==> config.mk <==
export PLATFORM = sky130hd
export DESIGN_NAME = als_monitor
export DESIGN_NICKNAME = d
export VERILOG_FILES = /design/src/rtl/als_pkg.sv /design/src/rtl/als_tick_gen.sv /design/src/rtl/als_monitor.sv
export SDC_FILE = /design/constraint.sdc
export NUM_CORES = 1
export LEC_CHECK = 0
export CAP_MARGIN = 40
export CORE_MARGIN = 2
export CORE_UTILIZATION = 35
export CTS_CLUSTER_DIAMETER = 100
export DETAILED_ROUTE_END_ITERATION = 8
export SLEW_MARGIN = 20
export SYNTH_ARGS = -nofsm -noshare
export SYNTH_HDL_FRONTEND = slang
export SYNTH_SLANG_ARGS = --single-unit
export TNS_END_PERCENT = 50
==> constraint.sdc <==
create_clock -name i_clk -period 6.4 [get_ports i_clk]
set_input_delay 0.96 -clock i_clk [delete_from_list [all_inputs] [get_ports i_clk]]
set_output_delay 0.96 -clock i_clk [all_outputs]
set_load 0.005 [all_outputs]
==> src/rtl/als_pkg.sv <==
// -----------------------------------------------------------------------------
// als_pkg
// Shared definitions for the ambient-light monitor: sampler FSM state
// encoding, reader data width, and width helpers for the accumulator and
// counters.
// -----------------------------------------------------------------------------
package als_pkg;

   localparam int ILLUM_W = 8;

   typedef enum logic [1:0] {
      ST_IDLE = 2'd0,
      ST_WAIT = 2'd1,
      ST_BUSY = 2'd2
   } als_state_t;

   // Bits needed to hold every value 0..max_val (at least one bit).
   function automatic int cnt_width(input int max_val);
      return (max_val < 2) ? 1 : $clog2(max_val + 1);
   endfunction

   // Sum of 2^avg_log2 readings of ILLUM_W bits each fits without overflow.
   function automatic int acc_width(input int avg_log2);
      return ILLUM_W + avg_log2;
   endfunction

endpackage

==> src/rtl/als_tick_gen.sv <==
// -----------------------------------------------------------------------------
// als_tick_gen
// Down-counter that emits a one-cycle tick every SAMPLE_PERIOD clocks while
// enabled, and sits at its reload value while disabled.
// Ports:
//   i_clk     system clock
//   i_rst     asynchronous reset, active-high
//   i_enable  run the counter; low holds it at reload
//   o_tick    one-cycle pulse when the count reaches zero
// -----------------------------------------------------------------------------
module als_tick_gen
   import als_pkg::*;
#(
   parameter int SAMPLE_PERIOD = 100000
) (
   input  logic i_clk,
   input  logic i_rst,
   input  logic i_enable,
   output logic o_tick
);

   localparam int CW = cnt_width(SAMPLE_PERIOD - 1);
   localparam logic [CW-1:0] RELOAD = CW'(SAMPLE_PERIOD - 1);

   logic [CW-1:0] r_cnt;

   always_ff @(posedge i_clk or posedge i_rst) begin
      if (i_rst) begin
         r_cnt <= '0;
      end else if (!i_enable || (r_cnt == '0)) begin
         r_cnt <= RELOAD;
      end else begin
         r_cnt <= r_cnt - CW'(1);
      end
   end

   assign o_tick = i_enable & (r_cnt == '0);

endmodule

==> src/rtl/als_monitor.sv <==
// -----------------------------------------------------------------------------
// als_monitor
// Periodic sampler and hysteresis classifier for the ambient-light sensor.
// Requests a reading from the SPI reader every SAMPLE_PERIOD clocks,
// block-averages 2^AVG_LOG2 readings and classifies the average as dark or
// light against two thresholds.
// Ports:
//   i_clk          system clock
//   i_rst          asynchronous reset, active-high
//   i_enable       run sampling; low stops after any in-flight read
//   i_als_ready    reader idle / reading valid
//   o_als_fetch    one-cycle request to the reader
//   i_als_illum    reader result, valid once i_als_ready returns high
//   i_thr_dark     dark-entry threshold
//   i_thr_light    dark-exit threshold
//   o_level        latest averaged illumination
//   o_level_valid  one-cycle pulse when o_level updates
//   o_dark         hysteresis classification
//   o_changed      one-cycle pulse when o_dark toggles
//   o_fault        sticky reader-timeout flag
// -----------------------------------------------------------------------------
module als_monitor
   import als_pkg::*;
#(
   parameter int SAMPLE_PERIOD = 100000,
   parameter int AVG_LOG2      = 3,
   parameter int TIMEOUT       = 4096
) (
   input  logic               i_clk,
   input  logic               i_rst,
   input  logic               i_enable,
   input  logic               i_als_ready,
   output logic               o_als_fetch,
   input  logic [ILLUM_W-1:0] i_als_illum,
   input  logic [ILLUM_W-1:0] i_thr_dark,
   input  logic [ILLUM_W-1:0] i_thr_light,
   output logic [ILLUM_W-1:0] o_level,
   output logic               o_level_valid,
   output logic               o_dark,
   output logic               o_changed,
   output logic               o_fault
);

   localparam int ACC_W = acc_width(AVG_LOG2);
   localparam int CNT_W = cnt_width(2 ** AVG_LOG2);
   localparam int TMO_W = cnt_width(TIMEOUT);
   localparam logic [CNT_W-1:0] FULL     = CNT_W'(2 ** AVG_LOG2);
   localparam logic [TMO_W-1:0] TMO_LAST = TMO_W'(TIMEOUT - 1);

   als_state_t       r_state;
   logic             r_pending;
   logic             r_seen_low;
   logic             r_drop;
   logic             r_en_d;
   logic [ACC_W-1:0] r_acc;
   logic [CNT_W-1:0] r_cnt;
   logic [TMO_W-1:0] r_tmo;

   logic w_tick;
   logic w_en_rise;
   logic w_done;
   logic w_timeout;
   logic w_abort;

   als_tick_gen #(
      .SAMPLE_PERIOD(SAMPLE_PERIOD)
   ) u_tick (
      .i_clk    (i_clk),
      .i_rst    (i_rst),
      .i_enable (i_enable),
      .o_tick   (w_tick)
   );

   assign w_en_rise = i_enable & ~r_en_d;
   // A reading is only trusted once ready has been seen low after the fetch.
   assign w_done    = (r_state == ST_BUSY) & i_als_ready & r_seen_low;
   assign w_timeout = (r_state == ST_BUSY) & ~w_done & (r_tmo == TMO_LAST);
   // The reader cannot be aborted, so an enable drop during BUSY is latched
   // and acted on only when the read finishes or times out.
   assign w_abort   = r_drop | ~i_enable;

   always_ff @(posedge i_clk or posedge i_rst) begin
      if (i_rst) begin
         r_state       <= ST_IDLE;
         r_pending     <= 1'b0;
         r_seen_low    <= 1'b0;
         r_drop        <= 1'b0;
         r_en_d        <= 1'b0;
         r_acc         <= '0;
         r_cnt         <= '0;
         r_tmo         <= '0;
         o_als_fetch   <= 1'b0;
         o_level       <= '0;
         o_level_valid <= 1'b0;
         o_dark        <= 1'b0;
         o_changed     <= 1'b0;
         o_fault       <= 1'b0;
      end else begin
         r_en_d        <= i_enable;
         o_als_fetch   <= 1'b0;
         o_level_valid <= 1'b0;
         o_changed     <= 1'b0;

         // Only one missed tick is remembered; further ticks are dropped.
         if (w_tick && (r_state != ST_WAIT)) r_pending <= 1'b1;
         if (w_en_rise) o_fault <= 1'b0;

         case (r_state)
            ST_IDLE: begin
               if (i_enable) r_state <= ST_WAIT;
            end
            ST_WAIT: begin
               if (!i_enable) begin
                  r_state   <= ST_IDLE;
                  r_acc     <= '0;
                  r_cnt     <= '0;
                  r_pending <= 1'b0;
               end else if ((w_tick || r_pending) && i_als_ready) begin
                  o_als_fetch <= 1'b1;
                  r_pending   <= 1'b0;
                  r_seen_low  <= 1'b0;
                  r_drop      <= 1'b0;
                  r_tmo       <= '0;
                  r_state     <= ST_BUSY;
               end else if (w_tick) begin
                  r_pending <= 1'b1;
               end
            end
            ST_BUSY: begin
               if (!i_enable)    r_drop     <= 1'b1;
               if (!i_als_ready) r_seen_low <= 1'b1;
               r_tmo <= r_tmo + TMO_W'(1);
               if (w_done || w_timeout) begin
                  if (w_timeout) o_fault <= 1'b1;
                  if (w_done && !w_abort) begin
                     r_acc <= r_acc + ACC_W'(i_als_illum);
                     r_cnt <= r_cnt + CNT_W'(1);
                  end
                  if (w_abort) begin
                     r_state   <= ST_IDLE;
                     r_acc     <= '0;
                     r_cnt     <= '0;
                     r_pending <= 1'b0;
                  end else begin
                     r_state <= ST_WAIT;
                  end
               end
            end
            default: r_state <= ST_IDLE;
         endcase

         // Block average: the top ILLUM_W bits of the sum are sum >> AVG_LOG2.
         if (r_cnt == FULL) begin
            o_level       <= r_acc[ACC_W-1:AVG_LOG2];
            o_level_valid <= 1'b1;
            r_acc         <= '0;
            r_cnt         <= '0;
         end

         // Hysteresis on the freshly published level; dark entry wins when
         // the thresholds are misordered.
         if (o_level_valid) begin
            if (o_level < i_thr_dark) begin
               o_dark    <= 1'b1;
               o_changed <= ~o_dark;
            end else if (o_level > i_thr_light) begin
               o_dark    <= 1'b0;
               o_changed <= o_dark;
            end
         end
      end
   end

endmodule

==> metrics.md, run 1 <==
| Metric | Value |
|---|---|
| Lkg Pwr | about 2 nW |
| Post-route setup slack | approximately 3500 ps |
| Critical-path cell list | clkdlybuf4s50_1 -> inv_1 -> nor3_1 -> nand2_1 -> nor2_1 -> a22o_1 |
| Fmax | 0.348 GHz |
| Routed wl met2 | ~3800 microns |
| Gate power share | between 20% and 30% |
| Synth Register Bits | 64 |
| Sequential fraction of the synthesis area | a little over two fifths |
| Dpl ws | between 3000 and 4000 ps |
| Post-route ant nets | 0 |
| Cts repair resizes | 0 |
| Top_reg_cell synth | dfrtp_1 |
| Post-synthesis cell area | 3840 sq um |
| Post-synth cell types | 52 |
| Share of power burned in registers | a little over two fifths |
| Via count | 3112 |
| Total grt overflow | 0 |
| Post CTS Setup Buffer Count | 0 |
| Critical path class | in -> reg |
| Synth warn | 0 |
| Final period utilization | between 40 and 50% |
| Least-Margin Pin Slew | 700 ps |
| Layout Cells excl Fill | ~610 |
| Filler cells | 1072 |
| Cts bufs inserted | 9 |
| Overall routing resource usage | 15.4% |
| RSZ-0062 raised after global routing | no |
| Synth top area share | 41.7% |
| Required time of the critical path | roughly 6700 ps |
| Synth async-reset ratio | 100% |
| I/O pin count | 41 |
| Synthesized Nets | between 400 and 500 |
| DR pass1 iterations | 4 |
| Placement Cell Area | approximately 4400 sq um |
| CTS tree | yes |
| Largest cells by area after synthesis | dfrtp_1 42%, ha_1 10%, nand2_1 5.6% |
| Die height | roughly 110 microns |
| Sw frac | 31.2% |
| Max Used Layer | met4 |
| Maximum vdd drop | ~170 uV |
| Run status | completed |
| Core area | 10800 sq um |
| Final period demand of the worst path | around 2900 ps |
| CTS Root Cell | clkbuf_8 |
| Hold Vio Cnt, Final | 0 |
| First-pass GRT wire length | between 10000 and 15000 microns |
| Arr. time, crit path | around 3100 ps |
| Port bufs | 40 |
| Slew headroom | 52.9% |
| Syn Area/Cell | 9.14 sq um |
| Internal power | between 0.7 and 0.8 mW |
| Layout cells sized above 1 | under 10% |
| Die ar. | ~12000 sq um |
| Met3 wire len | approximately 210 microns |
| Final GP Congestion | a little over 0.8 |
| Synth Instances | between 400 and 500 |
| Clock Sinks | 64 |
| Met1 WL | a little over 4000 microns |
| Deepest clock path buffer count | 2 |
| Initial DRC count | just over 50 |
| CP max FO | 10 |
| Vias in the first global route | 3060 |
| Die width | between 100 and 150 microns |
| P_sw | 0.349 mW |
| Max stage delay on crit path | about 650 ps |
| Synthesis-to-finish area growth | 21.3% |
| Pwr per Cell Area | between 200 and 250 nW/um^2 |
| Startpoint Class | input port |
| Max Slew Vio Count | 0 |
| Setup Skew | between 15 and 20 ps |
| Nets@finish | about 530 |
| Routed wire per std cell | 13.5 microns |
| Post-route DRC | 0 |
| Initial core utilization | 35.6% |
| Worst skew pair latency | 340 ps |
| Post-route cell area | between 4000 and 5000 sq um |
| Initial antenna violation count | 0 |
| Row cnt | 38 |
| DP HPWL | approximately 6200 microns |
| Setup_tns | 0 ps |
| Max-Cap Viols | 0 |
| Routed wire length | between 8000 and 9000 microns |
| Crit end category | register |
| Dpl cells | 595 |
| Number of synthesized flops with an enable pin | 0 |
| Hold Buf Count CTS | 0 |
| Ant diodes | 0 |
| CTS clk-pin slew, worst paths | roughly 70 ps |
| Hold Path Class | reg -> reg |
| Yosys top cell by area | dfrtp_1 |
| Slowest CP cell | clkdlybuf4s50_1 |
| Vias/cell | slightly above 5 |
| Largest net degree at the start of global routing | 48 |
| Crit-path leading delay family | simple AND/OR/NAND/NOR gates |
| WP buf/inv | 2 |
| H-tree Lvls | 3 |
| Clk pwr share | ~35% |
| Final setup violation count | 0 |
-- logic make-up (layout without fill, tap and decap cells) --
family	Yosys count	count (layout)	synth area share, %
and+or+nand+nor	163	163	21.2
muxes	1	1	0.261
DFF	64	64	41.7
AOI/OAI and AO/OA	99	99	17.3
xor gates and xnor gates	19	19	4.33
buffers and inverters	41	93	4.20
adders and majority gates	33	33	10.9
-- synthesized netlist by cell type, types with 3 or more instances --
cell type / count
a211oi_1: 5
a21o_1: 3
a21oi_1: 18
a22o_1: 9
and2_1: 5
and3_1: 7
clkbuf_1: 5
dfrtp_1: 64
ha_1: 32
inv_1: 34
nand2_1: 57
nand2b_1: 7
nand3_1: 12
nand4_1: 3
nor2_1: 27
nor2b_1: 3
nor3_1: 7
nor4_1: 7
o211ai_1: 7
o21ai_0: 25
o21bai_1: 4
o22ai_1: 3
o31ai_1: 6
or2_2: 4
or3_1: 9
or4_1: 8
xnor2_1: 14
xor2_1: 5
-- worst register-to-register path: stages, from the launching register on --
cell and delay (ps):
dfrtp_1 420, ha_1 210, nand3_1 160, nor4_1 670
o211ai_1 390, nor2_1 560, a22o_1 210
-- per-layer routing --
metal  vias to the layer above  track usage (%)
met5                         -                0
met4                         0             3.85
met3                         5             3.29
met2                        32             24.6
met1                      1472             21.4
li1                       1603                -
-- registers in the layout, indices dropped and copies added, names as in the netlist, 2 cells and up --
register,cells
o_level,8
r_cnt,4
r_state,2
u_tick.r_cnt,17
r_acc,11
r_tmo,13
-- through the flow --
step                util [%]  power, mW  hold WS, ps
floorplan                  -      0.655          444
CTS                     43.1       1.13          496
finish                  43.2       1.12          491
global route            43.2       1.19          530
detailed placement      40.9      0.727          476
global placement        40.7      0.719          468
-- power by group through the flow --
stage / combinational (mW) / clock [mW] / sequential (mW)
after floorplan: 0.171 / 0 / 0.484
after global placement: 0.225 / 0 / 0.494
after detailed placement: 0.232 / 0 / 0.495
after CTS: 0.232 / 0.408 / 0.489
after global routing: 0.268 / 0.425 / 0.498
final: 0.233 / 0.395 / 0.489
-- worst paths after layout --
path / from / depth (start not counted) / slack, ps / end
min: o_dark$_DFFE_PP0P_ / 1 / 490 / o_changed$_DFF_PP0_
max reg2reg: r_tmo[0]$_DFFE_PP0P_ / 6 / 3710 / r_acc[5]$_DFFE_PP0P_
min reg2reg: o_dark$_DFFE_PP0P_ / 1 / 490 / o_changed$_DFF_PP0_
max in group asynchronous: i_rst / 4 / 4920 / r_acc[6]$_DFFE_PP0P_
min in group asynchronous: i_rst / 3 / 960 / o_changed$_DFF_PP0_
max: i_enable / 6 / 3530 / r_acc[5]$_DFFE_PP0P_
-- layout make-up --
cell class                 count  area (sq um)  share of cell area, %
inverter                      34           128                   2.74
timing repair buffer          43           447                   9.59
clock buffer                  10           138                   2.95
sequential                    64          1600                   34.4
multi-input combinational    315          2080                   44.6
tap                          140           175                   3.76
clock inverter                 6          92.6                   1.99
-- layout by cell type (no fill, tap or decap), drive strengths merged, types with 3 or more instances in the layout --
cell type       n
o31ai           6
clkbuf         10
clkdlybuf4s50  40
nor3            7
nor4            7
or4             9
a21o            3
and2            5
a21oi          19
a211oi          5
nand3          12
nor2b           3
or2             5
and3            7
o21bai          4
o22ai           3
a22o            9
o211ai          7
nand4           3
nand2          57
ha             32
nand2b          7
o21ai          25
or3             9
dfrtp          64
xor2            5
xnor2          14
nor2           27
inv            34
buf             3
No activity file was read; power rests on OpenSTA's default activity.
==> run 2: changes to the inputs <==
==> constraint.sdc (replaced) <==
create_clock -name i_clk -period 2.5 [get_ports i_clk]
set_input_delay 0.375 -clock i_clk [delete_from_list [all_inputs] [get_ports i_clk]]
set_output_delay 0.375 -clock i_clk [all_outputs]
set_load 0.005 [all_outputs]
==> run 2 against run 1 <==
Net effect:
- global-route usage is 0.63 points higher
- total power is 140% higher
- worst hold slack worse by 280 ps
- critical path depth stayed put
- clock power is 100% higher
- cell count is 2.8% higher
- highest routed layer unchanged
- largest power group unchanged
- cell area is 0.91% higher
- via count is 2.7% higher
- die area stayed put
==> metrics.md, run 2 (synthesis results as in run 1) <==
| Metric | Value |
|---|---|
| Overall routing resource usage | 16.1% (+0.63 points) |
| Required time of the critical path | 2770 ps (-3900 ps) |
| H-tree Lvls | 3 (unchanged) |
| Clock Sinks | 64 (unchanged) |
| Crit-path leading delay family | simple AND/OR/NAND/NOR gates |
| CTS clk-pin slew, worst paths | 80 ps (about the same) |
| Top Registers | u_tick.r_cnt: 17 flops, r_tmo: 13 flops, r_acc: 11 flops |
| Lkg Pwr | 2.08 nW (+2.4%) |
| Placement Cell Area | 4530 sq um (+2.6%) |
| Post-route ant nets | 0 (unchanged) |
| Arr. time, crit path | 2650 ps (-490 ps) |
| Max reg flops | 17 (unchanged) |
| Initial core utilization | 35.6% (unchanged) |
| P_sw | 0.900 mW (+160%) |
| Max stage delay on crit path | 580 ps (-70 ps) |
| I/O pin count | 41 (unchanged) |
| Initial antenna violation count | 0 (unchanged) |
| Dpl ws | -111 ps (-3270 ps) |
| Critical-path cell list | or4_4 -> and4bb_2 -> a21oi_2 -> buf_4 -> or4_1 -> a21oi_1 |
| Critical path class | reg -> reg |
| Max-Cap Viols | 0 (unchanged) |
| Final setup violation count | 0 (unchanged) |
| Ant diodes | 0 (unchanged) |
| Row cnt | 38 (unchanged) |
| Routed wire per std cell | 13.6 microns (+0.97%) |
| Slew headroom | 65.8% (+13 points) |
| Final period utilization | between 90% and 100% |
| Largest net degree at the start of global routing | 40 (-17%) |
| Startpoint Class | register |
| Critical path depth | 6 (unchanged) |
| Cts bufs inserted | 9 (unchanged) |
| Pwr per Cell Area | 577 nW/um^2 (+140%) |
| Total grt overflow | 0 (unchanged) |
| RSZ-0062 raised after global routing | no |
| Setup_tns | 0 ps (unchanged) |
| Power, Total | 2.71 mW (+140%) |
| Post-route cell area | 4700 sq um (+0.91%) |
| Post-route setup slack | 124 ps (-3400 ps) |
| Core area | 10800 sq um (unchanged) |
| Nets@finish | 545 (+3.2%) |
| Worst skew pair latency | 350 ps (about the same) |
| Share of power burned in registers | 46.1% (+2.3 points) |
| Die height | 109 microns (unchanged) |
| Deepest clock path buffer count | 2 (unchanged) |
| Vias/cell | 5.08 (about the same) |
| Die ar. | 11800 sq um (unchanged) |
| Synthesis-to-finish area growth | 22.4% |
| CTS Root Cell | clkbuf_8 |
| CP max FO | 26 (+16) |
| Gate power share | 24.8% (+4.0 points) |
| Commonest non-fill, non-tap cells in the layout | 64 x dfrtp_1, 57 x nand2_1, 40 x clkdlybuf4s50_1 |
| Crit end category | register |
| Maximum vdd drop | 371 uV (+120%) |
| Initial DRC count | 142 (+180%) |
| Worst R2R Path Depth | 6 (unchanged) |
| WP buf/inv | 1 (-1) |
| Layout cells sized above 1 | 8.59% (+2.9 points) |
| Largest reg by FF count | u_tick.r_cnt |
| Run status | completed |
| Hold Vio Cnt, Final | 0 (unchanged) |
| Fmax | between 0.4 and 0.5 GHz |
| DP HPWL | 6340 microns (+2.2%) |
| Final GP Congestion | 0.811 (-1.8%) |
| Final period demand of the worst path | approximately 2400 ps |
| Vias in the first global route | 3082 (+0.72%) |
| Via count | 3197 (+2.7%) |
| Post-route DRC | 0 (unchanged) |
| Commonest non-fill, non-tap cell in the layout | dfrtp_1 |
| CTS tree | yes |
| Post CTS Setup Buffer Count | 0 (unchanged) |
| First-pass GRT wire length | 14800 microns (+2.2%) |
| Port bufs | 40 (unchanged) |
| Sw frac | 33.2% (+2.0 points) |
| Setup Skew | 11.5 ps (-5.02 ps) |
| Internal power | 1.81 mW (+140%) |
| Slowest CP cell | or4_4 |
| Routed wire length | 8560 microns (+3.8%) |
| DR pass1 iterations | 4 (unchanged) |
| Clk pwr share | 29.1% (-6.3 points) |
| Hold Path Class | in -> async |
| Least-Margin Pin Slew | 513 ps (-187 ps) |
| Max Slew Vio Count | 0 (unchanged) |
| Die width | 109 microns (unchanged) |
==> run 2: layout make-up <==
class | instances | area, sq um
tap | 140 | 175
inverter | 34 | 128
timing repair buffer | 60 | 551
clock inverter | 3 | 17.5
clock buffer | 13 | 149
sequential | 64 | 1600
fill | 1042 | 6090
multi-input combinational | 315 | 2080
==> run 2: repair_timing <==
action,CTS,global route
hold buffers,0,0
resized for setup,0,1
endpoints found under the hold margin,0,0
setup endpoints to repair,0,1
==> run 2: worst register-to-register path: cells and delay by family, from the launching register on <==
kind | cells | cell delay [ps]
AO/OA/AOI/OAI | 2 | 220
buffers and inverters | 1 | 200
flip-flops | 1 | 430
AND/OR/NAND/NOR | 3 | 1450
==> run 2: metal layers <==
metal / wire length (microns) / global-route usage [%] / up-vias
li1: - / - / 1635
met1: 4340 / 22.9 / 1505
met2: 3800 / 24.1 / 47
met3: 233 / 2.21 / 10
met4: 178 / 7.42 / 0
met5: 0 / 0 / -
==> run 2: final timing paths <==
kind / startpoint / end / slack, ps
min reg2reg: r_en_d$_DFF_PP0_ / o_fault$_DFF_PP0_ / 480
max: u_tick.r_cnt[9]$_DFF_PP0_ / r_tmo[8]$_DFFE_PP0P_ / 120
max reg2reg: u_tick.r_cnt[9]$_DFF_PP0_ / r_tmo[8]$_DFFE_PP0P_ / 120
min: i_rst / o_als_fetch$_DFF_PP0_ / 210
max in group asynchronous: i_rst / r_tmo[4]$_DFFE_PP0P_ / 1560
min in group i_clk: r_en_d$_DFF_PP0_ / o_fault$_DFF_PP0_ / 480
==> run 2: power groups by stage <==
stage               Clock [mW]  Sequential, mW  Combinational [mW]
floorplan                    0            1.24               0.437
global placement             0            1.26               0.657
detailed placement           0            1.27               0.671
CTS                      0.820            1.25               0.678
global route             0.864            1.27               0.777
finish                   0.789            1.25               0.673
==> run 2: through the flow <==
stage	util [%]	std cells	hold slack (ps)
5_1_grt	43.6	629	213
6_report	43.6	629	209
3_3_place_gp	42.0	613	462
3_5_place_dp	42.0	613	467
2_1_floorplan	-	420	406
4_1_cts	43.5	629	204
==> run 3: changes to the inputs <==
--- a/config.mk
+++ b/config.mk
@@ -10,7 +10,7 @@
 export CORE_UTILIZATION = 35
 export CTS_CLUSTER_DIAMETER = 100
 export DETAILED_ROUTE_END_ITERATION = 8
-export SLEW_MARGIN = 20
+export MAX_ROUTING_LAYER = met4
 export SYNTH_ARGS = -nofsm -noshare
 export SYNTH_HDL_FRONTEND = slang
 export SYNTH_SLANG_ARGS = --single-unit
==> run 3 against run 2 <==
Net effect:
- cell count unchanged
- utilization did not move
- first-iteration DRC count grew 2.8%
- highest routed layer unchanged
- largest power group unchanged
- sequential power hardly changed
- total power about the same
- critical endpoint unchanged
- sequential share of layout area stayed put
==> metrics.md, run 3 (synthesis results as in run 1) <==
| Metric | Value |
|---|---|
| Routed wire per std cell | 13.6 microns (+0.34%) |
| WP buf/inv | 1 (unchanged) |
| Nets@finish | 545 (unchanged) |
| Vias/cell | 5.07 (-0.25%) |
| Slowest CP cell | or4_4 |
| Maximum vdd drop | 371 uV (about the same) |
| Critical-path cell list | or4_4 -> and4bb_2 -> a21oi_2 -> buf_4 -> or4_1 -> a21oi_1 |
| Post-route ant nets | 0 (unchanged) |
| Row cnt | 38 (unchanged) |
| Largest net degree at the start of global routing | 40 (unchanged) |
| Routed wire length | 8590 microns (+0.34%) |
| Startpoint Class | register |
| Hold Path Class | in -> async |
| Slew headroom | 65.8% (about the same) |
| Lkg Pwr | 2.08 nW (unchanged) |
| Port bufs | 40 (unchanged) |
| Max-Cap Viols | 0 (unchanged) |
| Crit end category | register |
| Fmax | 0.421 GHz (about the same) |
| Worst R2R Path Depth | 6 (unchanged) |
| Synthesis-to-finish area growth | 22.4% (unchanged) |
| Pwr per Cell Area | 577 nW/um^2 (about the same) |
| Worst skew pair latency | 350 ps (about the same) |
| Die height | 109 microns (unchanged) |
| Cts repair resizes | 0 (unchanged) |
| CTS Root Cell | clkbuf_8 |
| CTS clk-pin slew, worst paths | 80 ps (about the same) |
| DP HPWL | 6340 microns (unchanged) |
| Dpl ws | -111 ps (unchanged) |
| Initial core utilization | 35.6% (unchanged) |
| RSZ-0062 raised after global routing | no |
| Max Used Layer | met4 |
| Critical path class | reg -> reg |
| Met3 wire len | 254 microns (+9.0%) |
| Arr. time, crit path | 2650 ps (about the same) |
| Top Registers | u_tick.r_cnt: 17 flops, r_tmo: 13 flops, r_acc: 11 flops |
| Critical path depth | 6 (unchanged) |
| Hold Buf Count CTS | 0 (unchanged) |
| Routed wl met2 | 3890 microns (+2.3%) |
| Power, Total | 2.71 mW (about the same) |
| Initial antenna violation count | 0 (unchanged) |
| Max Slew Vio Count | 0 (unchanged) |
| Cts bufs inserted | 9 (unchanged) |
| Post CTS Setup Buffer Count | 0 (unchanged) |
| Met1 WL | 4370 microns (+0.71%) |
| Final GP Congestion | 0.823 (+1.5%) |
| Required time of the critical path | 2770 ps (about the same) |
| Overall routing resource usage | 16.5% (+0.47 points) |
| First-pass GRT wire length | 14900 microns (about the same) |
| Least-Margin Pin Slew | 514 ps (+0.354 ps) |
| Max stage delay on crit path | 580 ps (about the same) |
| Vias in the first global route | 3081 (-0.032%) |
| Crit-path leading delay family | simple AND/OR/NAND/NOR gates |
| Run status | completed |
| DR pass1 iterations | 4 (unchanged) |
| Die ar. | 11800 sq um (unchanged) |
| Commonest non-fill, non-tap cell in the layout | dfrtp_1 |
| Final setup violation count | 0 (unchanged) |
| Initial DRC count | 146 (+2.8%) |
| Deepest clock path buffer count | 2 (unchanged) |
| Total grt overflow | 0 (unchanged) |
| CTS tree | yes |
| CP max FO | 26 (unchanged) |
| Final period utilization | 95.0% (about the same) |
| Commonest non-fill, non-tap cells in the layout | 64 x dfrtp_1, 57 x nand2_1, 40 x clkdlybuf4s50_1 |
| I/O pin count | 41 (unchanged) |
| Max reg flops | 17 (unchanged) |
| H-tree Lvls | 3 (unchanged) |
| Final period demand of the worst path | 2380 ps (-0.200 ps) |
| Layout cells sized above 1 | 8.59% (unchanged) |
| Largest reg by FF count | u_tick.r_cnt |
| Post-route DRC | 0 (unchanged) |
| Setup Skew | 12.7 ps (+1.14 ps) |
| Clock Sinks | 64 (unchanged) |
| Ant diodes | 0 (unchanged) |
| Die width | 109 microns (unchanged) |
| Hold Vio Cnt, Final | 0 (unchanged) |
| Via count | 3189 (-0.25%) |
| Post-route setup slack | 124 ps (+0.200 ps) |
| Core area | 10800 sq um (unchanged) |
==> run 3: cell counts in the layout (fill, tap and decap cells not counted) <==
Identical to the previous run, type by type.
==> run 3: worst paths after layout <==
kind	from	end	slack [ps]
setup / recovery	u_tick.r_cnt[9]$_DFF_PP0_	r_tmo[8]$_DFFE_PP0P_	120
hold / removal	i_rst	o_als_fetch$_DFF_PP0_	210
setup reg to reg	u_tick.r_cnt[9]$_DFF_PP0_	r_tmo[8]$_DFFE_PP0P_	120
hold reg to reg	r_en_d$_DFF_PP0_	o_fault$_DFF_PP0_	480
max in group asynchronous	i_rst	r_tmo[4]$_DFFE_PP0P_	1560
min in group i_clk	r_en_d$_DFF_PP0_	o_fault$_DFF_PP0_	480
==> run 3: where the power goes <==
part           internal (mW)  leakage (nW)  switching [mW]
sequential              1.14         0.787           0.107
clock                  0.385        0.0834           0.404
combinational          0.285          1.21           0.388
==> run 3: routing by layer <==
metal | GRT usage [%] | vias up
met5 | - | -
met4 | 7.42 | 0
met3 | 2.21 | 6
met2 | 24.1 | 42
met1 | 22.9 | 1506
li1 | - | 1635
==> run 3: per-stage QoR <==
step | instance area (sq um) | instances | hold slack (ps) | util [%] | setup TNS [ps]
3_3_place_gp | 4530 | 613 | 462 | 42.0 | -36.1
6_report | 4700 | 629 | 209 | 43.6 | 0
4_1_cts | 4700 | 629 | 204 | 43.5 | 0
5_1_grt | 4700 | 629 | 213 | 43.6 | 0
3_5_place_dp | 4530 | 613 | 467 | 42.0 | -111
2_1_floorplan | 3840 | 420 | 406 | - | 0
==> run 3: final cells by class <==
type	instances	area (sq um)
sequential	64	1600
clock buffer	13	149
inverter	34	128
tap	140	175
timing repair buffer	60	551
fill	1042	6090
multi-input combinational	315	2080
clock inverter	3	17.5
==> run 3: worst register-to-register path, stage by stage, from the launching register on <==
cell and delay (ps):
dfrtp_1 430, or4_4 580, and4bb_2 350, a21oi_2 60, buf_4 200, or4_1 520, a21oi_1 160
